<file path="src/rtl/ex_ma_skid_reg.sv">
// EX->MA pipeline register: valid/ready handshake, 2-entry skid buffer, flush and ALU forwarding tap.
// Optional stall counter enabled by defining EX_MA_STALL_CNT_EN.
module ex_ma_skid_reg #(
  parameter int NBITS  = 32,
  parameter int REG_AW = 5,
  parameter int CNT_W  = 16
) (
  input  logic              i_clk,
  input  logic              i_rst_n,
  input  logic              i_flush,
  input  logic              i_valid,
  output logic              o_ready,
  input  logic              i_pc_mux_ctrl,
  input  logic [NBITS-1:0]  i_ALU_rslt,
  input  logic [NBITS-1:0]  i_eff_addr,
  input  logic              i_flg_mem_op,
  input  logic              i_flg_mem_type,
  input  logic [1:0]        i_flg_mem_size,
  input  logic              i_flg_unsign,
  input  logic [REG_AW-1:0] i_rd,
  input  logic [REG_AW-1:0] i_rt,
  input  logic              i_flg_ALU_dst,
  output logic              o_valid,
  input  logic              i_ready,
  output logic              o_pc_mux_ctrl,
  output logic [NBITS-1:0]  o_ALU_rslt,
  output logic [NBITS-1:0]  o_eff_addr,
  output logic              o_flg_mem_op,
  output logic              o_flg_mem_type,
  output logic [1:0]        o_flg_mem_size,
  output logic              o_flg_unsign,
  output logic [REG_AW-1:0] o_rd,
  output logic [REG_AW-1:0] o_rt,
  output logic              o_flg_ALU_dst,
  output logic              o_fwd_en,
  output logic [REG_AW-1:0] o_fwd_reg,
  output logic [NBITS-1:0]  o_fwd_data
`ifdef EX_MA_STALL_CNT_EN
  ,output logic [CNT_W-1:0] o_stall_cnt
`endif
);

  typedef struct packed {
    logic              pc_mux_ctrl;
    logic [NBITS-1:0]  alu_rslt;
    logic [NBITS-1:0]  eff_addr;
    logic              mem_op;
    logic              mem_type;
    logic [1:0]        mem_size;
    logic              unsign;
    logic [REG_AW-1:0] rd;
    logic [REG_AW-1:0] rt;
    logic              alu_dst;
  } pay_t;

  typedef enum logic [1:0] {S_EMPTY, S_ONE, S_FULL} state_e;

  state_e state_q, state_d;
  pay_t   main_q, main_d;
  pay_t   skid_q, skid_d;
  pay_t   in_pay, out_pay;
  logic   in_fire, out_fire;
  logic [REG_AW-1:0] dst;

  assign in_pay = '{pc_mux_ctrl: i_pc_mux_ctrl, alu_rslt: i_ALU_rslt, eff_addr: i_eff_addr,
                    mem_op: i_flg_mem_op, mem_type: i_flg_mem_type, mem_size: i_flg_mem_size,
                    unsign: i_flg_unsign, rd: i_rd, rt: i_rt, alu_dst: i_flg_ALU_dst};

  // Handshake flags come straight from registered state: no comb path from i_ready to o_ready.
  assign o_valid  = (state_q != S_EMPTY);
  assign o_ready  = (state_q != S_FULL);
  assign in_fire  = i_valid & o_ready;
  assign out_fire = o_valid & i_ready;

  always_comb begin
    state_d = state_q;
    main_d  = main_q;
    skid_d  = skid_q;
    case (state_q)
      S_EMPTY: if (in_fire) begin
        state_d = S_ONE;
        main_d  = in_pay;
      end
      S_ONE: begin
        if (in_fire && out_fire) begin
          main_d = in_pay;
        end else if (in_fire) begin
          state_d = S_FULL;
          skid_d  = in_pay;
        end else if (out_fire) begin
          state_d = S_EMPTY;
        end
      end
      S_FULL: if (out_fire) begin
        state_d = S_ONE;
        main_d  = skid_q;
      end
      default: state_d = S_EMPTY;
    endcase
    if (i_flush) begin
      state_d = S_EMPTY;
      main_d  = '0;
      skid_d  = '0;
    end
  end

  always_ff @(posedge i_clk) begin
    if (!i_rst_n) begin
      state_q <= S_EMPTY;
      main_q  <= '0;
      skid_q  <= '0;
    end else begin
      state_q <= state_d;
      main_q  <= main_d;
      skid_q  <= skid_d;
    end
  end

  // MAIN may keep a stale payload after draining; mask it so idle outputs read zero.
  assign out_pay = o_valid ? main_q : '0;

  assign o_pc_mux_ctrl  = out_pay.pc_mux_ctrl;
  assign o_ALU_rslt     = out_pay.alu_rslt;
  assign o_eff_addr     = out_pay.eff_addr;
  assign o_flg_mem_op   = out_pay.mem_op;
  assign o_flg_mem_type = out_pay.mem_type;
  assign o_flg_mem_size = out_pay.mem_size;
  assign o_flg_unsign   = out_pay.unsign;
  assign o_rd           = out_pay.rd;
  assign o_rt           = out_pay.rt;
  assign o_flg_ALU_dst  = out_pay.alu_dst;

  assign dst        = out_pay.alu_dst ? out_pay.rd : out_pay.rt;
  assign o_fwd_en   = o_valid & ~out_pay.mem_op & (dst != '0);
  assign o_fwd_reg  = o_fwd_en ? dst : '0;
  assign o_fwd_data = out_pay.alu_rslt;

`ifdef EX_MA_STALL_CNT_EN
  logic [CNT_W-1:0] stall_cnt_q, stall_cnt_d;

  // Saturating; flush deliberately leaves it alone.
  always_comb begin
    stall_cnt_d = stall_cnt_q;
    if (o_valid && !i_ready && (stall_cnt_q != '1)) stall_cnt_d = stall_cnt_q + 1'b1;
  end

  always_ff @(posedge i_clk) begin
    if (!i_rst_n) stall_cnt_q <= '0;
    else          stall_cnt_q <= stall_cnt_d;
  end

  assign o_stall_cnt = stall_cnt_q;
`else
  logic [CNT_W-1:0] unused_stall_cnt;
  assign unused_stall_cnt = '0;
`endif

endmodule

</file>
<file path="config.mk">
export PLATFORM = sky130hd
export DESIGN_NAME = ex_ma_skid_reg
export DESIGN_NICKNAME = d
export VERILOG_FILES = /design/src/rtl/ex_ma_skid_reg.sv
export SDC_FILE = /design/constraint.sdc
export NUM_CORES = 1
export LEC_CHECK = 0
export ABC_AREA = 1
export BUFFER_PORTS_ARGS = -buffer_cell sky130_fd_sc_hd__clkbuf_2
export CORE_MARGIN = 4
export CORE_UTILIZATION = 54
export CTS_BUF_LIST = sky130_fd_sc_hd__clkbuf_4
export DETAILED_ROUTE_END_ITERATION = 7
export HOLD_SLACK_MARGIN = 0.15
export PLACE_DENSITY_LB_ADDON = 0.08
export SLEW_MARGIN = 20
export SYNTH_ARGS = -nofsm -noshare
export SYNTH_HDL_FRONTEND = slang
export SYNTH_SLANG_ARGS = --single-unit
</file>
<file path="constraint.sdc">
create_clock -name i_clk -period 2.05 [get_ports i_clk]
set_clock_uncertainty 0.2 [all_clocks]
set_input_delay 0.205 -clock i_clk [delete_from_list [all_inputs] [get_ports i_clk]]
set_output_delay 0.205 -clock i_clk [all_outputs]
set_load 0.02 [all_outputs]
</file>
**After elaboration in Yosys (flattened, before gate mapping)**

Cells that the tools add are included.

- Bits in registers: 164
- Bits in latches: 0
- RAM bits: 0
- Bits in read-only memories: 0
- Input bits: 86
- Output and inout bits: 121
- Word-level logic and storage cells: 58
- Memories kept: 0

- Add/subtract/negate cells: 0
- $mul: 0
- Divide/modulo/power cells: 0
- $lt $le $gt $ge: 0
- Equal/unequal tests: 8
- Shift operators: 0
- Multiplexer cells: 13
- Bitwise gates (word level): 7
- Reduce and logical (&&, ||, !) cells: 9

Operators by type and width:

| operator | count |
|---|---|
| $mux W81 | 4 |
| $pmux W81 S3 | 1 |
| $mux W2 | 5 |
| $mux W5 | 2 |
| $ne A2 B2 Y1 const B | 5 |
| $reduce_and A4 Y1 | 2 |
| $pmux W2 S3 | 1 |
| $reduce_bool A5 Y1 | 1 |
| $and A1 B1 Y1 | 4 |
| $ne A3 B3 Y1 const B | 1 |
| $not A1 Y1 | 3 |
| $reduce_and A3 Y1 | 1 |
| $reduce_bool A3 Y1 | 1 |
| $eq A2 B1 Y1 const B | 1 |
| $eq A2 B2 Y1 const B | 1 |
| $logic_not A2 Y1 | 1 |
| $reduce_bool A2 Y1 | 1 |
| $reduce_or A2 Y1 | 1 |
| $logic_and A1 B1 Y1 | 1 |

**Longest topological paths before layout**

- Depth in word-level cells: 6
- Depth in mapped cells: 10
- Depth with buffers taken out: 8

**Least setup slack after synthesis**

OpenSTA, ideal clock, no wires.

- Kind: reg2out
- From: register state_q[1]
- To: output o_fwd_reg[0]
- Arrival time: 1.604 ns
- Required time: 1.645 ns
- Path slack: 0.041 ns
- Stages on the path, launching flop included: 11
- Path buffers: 2
- Path through: dfxtp_1 > buf_4 > nor2_2 > buf_6 > nor2_1 > nand2_1 > nand2_1 > nor2_1 > nand3_1 > nand2_2 > nor2_1

- Word-level cells in the longest chain between the ends: 6
- Elaborated cells on any way between the ends: 8
- Classes of those cells: mux: 3; bitwise: 3; reduce/logical: 2

Ends and longest elaborated chain:

| item | line | RTL |
|---|---|---|
| start: declaration | 58 | `state_e state_q, state_d;` |
| start signal: assignment | 113 | `state_q <= state_d;` |
| $reduce_bool A2 Y1 | 70 | `assign o_valid = (state_q != S_EMPTY);` |
| $mux W81 | 120 | `assign out_pay = o_valid ? main_q : '0;` |
| via o_rt[2] | 33 | `output logic [REG_AW-1:0] o_rt,` |
| $mux W5 | 133 | `assign dst = out_pay.alu_dst ? out_pay.rd : out_pay.rt;` |
| $reduce_bool A5 Y1 | 134 | `assign o_fwd_en = o_valid & ~out_pay.mem_op & (dst != '0);` |
| $and A1 B1 Y1 | 134 |  |
| $mux W5 | 135 | `assign o_fwd_reg = o_fwd_en ? dst : '0;` |
| end: declaration | 36 | `output logic [REG_AW-1:0] o_fwd_reg,` |

The timed path passes the listed nets, and every way through them passes these cells.

**Final worst setup path**

- From: register state_q[0]
- To: output o_eff_addr[14]

- Word-level cells in the longest chain between the ends: 2

Ends and longest elaborated chain:

| item | line | RTL |
|---|---|---|
| $reduce_bool A2 Y1 | 70 |  |
| $mux W81 | 120 |  |
| end: declaration | 27 | `output logic [NBITS-1:0] o_eff_addr,` |

No other way between the ends.

==> metrics <==
count of input and output buffers 206; hold slack 0.255 ns; hold wc startpoint skid_q[55]; violations in the final reports setup timing; initial antenna violation count 0; number of global-route vias before repair 7,314; Fin. Hold Viols 0; measured slew at the worst slew-check pin 0.437 ns; CTS Buffer Depth 2; synth-to-layout area growth 40.7%; share of final-layout standard cells stronger than drive strength 1 22.1%; element type at the critical path end output pin; source-to-sink clock delay at the later pin of the worst-skew pair 0.56 ns; clock sink total 164; Mean Syn Cell Area 6.80 um2; global-route wire length before repair 34.6 mm; setup slack of the most critical reg-to-reg path 0.01 ns; cell area power density 591 nW/um2; Die Footprint 16,000 um2; site row count 42; Nets 1,491; largest stage delay on the critical path 0.40 ns; non-filler cells in the finished layout 1,595; worst-path fanout max 23; arrival time worst endpoint 1.91 ns; number of max-cap violations 0; first drt pass iteration count 5; Crit Path Class reg -> out; warning count from the yosys run 0; Max rail drop VDD 0.390 mV; Seq cells post-synth 164; cell depth of the worst flop-to-flop path 7; Initial DRC Count 675; core footprint 13,500 um2; Post-Route WL 23.3 mm; cell at the root of the clock tree clkbuf_4; minimum clock period after layout 2.32 ns; Post-Place Worst Slack 0.107 ns; residual antenna-violating net count after detailed routing 0; half-perimeter wire length after placement 12.1 mm; number of nets in the synthesized netlist 1,199; FF-to-FF End skid_q[80]; drt via density 5.14; run status finished, violations left; CP required 1.64 ns; number of design rule violations left after detail routing 0; Worst Slack Setup Final -0.267 ns; clock-pin slew reported for the worst setup and hold paths after clock tree synthesis 0.13 ns; Cells after Synth 1,113; Max Freq 432 MHz; max-slew violation total from the final report 0; number of enable flip-flop cells after synthesis 0; CTS H-tree depth 4; aggregate global-route resource usage 26.0%; worst hold path class reg -> reg; CP startpoint state_q[0]; TritonCTS clock tree yes; headroom to the max-slew limit 70.8%; floorplan die height 126 um; Final GP Congestion 0.792; dominant register cell in the synthesized netlist dfxtp_1; Syn Std Cell Area 7570 um2; TritonCTS Buffers 17; Leakage Power 4.62 nW; total congestion overflow 0; largest net degree at the start of global routing 88; startpoint of the lowest-slack register-to-register path state_q[0]; final cell utilization of the core 78.8%; final period utilization 113%; Post-synth ARST share 0%; library cells used by synthesis 20; overall via count from detail_route 8,198; Die Width 126 um; Critical Path End o_eff_addr[14]; Starting Density 56.0%; I/O Pins 207; Worst setup SP type flip-flop; Seq/Total Area, Yosys 43.4%; setup repair after global routing missed its margin true; number of setup violations in the final report 116; worst-path cell with the longest stage delay dfxtp_4; total power 0.00628 W; instance count after placement with tap cells included 1,403; post-detailed-route wirelength per cell 14.6 um; CP cell instances nor2_2 -> buf_4 -> buf_6 -> nor2_1 -> clkbuf_2
[how the worst min path moves through the flow]
stage / endpoint / cells past startpoint
4_1_cts: skid_q[78] / 4
5_1_grt: skid_q[70] / 4
6_report: skid_q[55] / 2
3_5_place_dp: skid_q[59] / 2
3_3_place_gp: skid_q[70] / 2
2_1_floorplan: skid_q[10] / 2
[metal layers]
metal  global-route usage (%)  part of all wire (%)  up-vias
met1                     32.0                    42     3756
met2                     44.6                    50      313
met4                     10.5                   2.6        0
met5                        0                     0        -
li1                         -                     -     4085
met3                     5.21                   6.1       44
[logic make-up after synthesis]
family | count (synthesis) | share of synthesized area (%)
compound gates | 310 | 20.6
buf+inv | 242 | 15.0
flops | 164 | 43.4
simple gates | 397 | 20.9
[critical path: cells and delay by family, from the launching register on]
family / cells / cell delay [ns]
buffers and inverters: 3 / 0.60
AND/OR/NAND/NOR: 2 / 0.37
flip-flops: 1 / 0.40
[sequential cells by signal, summed over array words and instances, names as in the netlist]
signal	count
main_q	81
state_q	2
skid_q	81
[cell usage in the layout (no fill, tap or decap), types with 2 or more instances in the layout]
cell type	count
nor2_4	3
nand2_2	2
o21ai_4	2
clkinv_1	2
buf_2	2
bufinv_16	3
inv_2	2
o21ai_1	12
dlygate4sd3_1	135
buf_12	11
nor2_2	7
nand2_4	2
nand2_1	141
clkinvlp_4	3
buf_6	6
a21oi_1	114
nand3_1	56
o21ai_2	6
dfxtp_4	2
o21ai_0	175
clkbuf_2	199
nor2_1	183
clkbuf_16	6
buf_4	23
buf_16	2
clkinv_2	3
dfxtp_1	162
inv_1	122
clkbuf_4	21
[Yosys cell counts, types with 23 or more instances]
cell	instances	share of area, %
nor2_1	190	9.4
inv_1	125	6.2
buf_4	49	4.9
buf_2	23	1.5
o21ai_0	193	13
a21oi_1	114	7.5
nand3_1	57	3.8
nand2_1	144	7.1
dfxtp_1	164	43
clkbuf_1	40	2.0
[through the flow]
stage / area [um2] / TNS (ns)
floorplan: 7570 / 0
global placement: 8440 / 0
detailed placement: 8440 / 0
CTS: 10300 / -13.19
global route: 10600 / -24.88
finish: 10600 / -12.41
[power by group]
group	internal (W)	leakage [nW]	switching, W
Combinational	0.000452	3.14	0.000526
Clock	0.000885	0.154	0.00112
Sequential	0.00327	1.33	0.0000292
Total	0.00461	4.62	0.00167
[repair_timing]
item,4_1_cts,5_1_grt
resized for setup,24,60
setup buffers,6,10
gates cloned,3,6
hold buffers,135,0
pin swaps,4,3
endpoints found under the hold margin,164,0
setup endpoints to repair,117,190
[area by class of cell]
type | count | area, um2
Sequential cell | 164 | 3290
Timing Repair Buffer | 387 | 3080
Clock inverter | 11 | 135
Antenna cell | 1 | 2.50
Inverter | 127 | 492
Fill cell | 1052 | 2860
Clock buffer | 21 | 158
Tap cell | 176 | 220
Multi-Input combinational cell | 708 | 3260
Power figures use the tool's default switching activity.
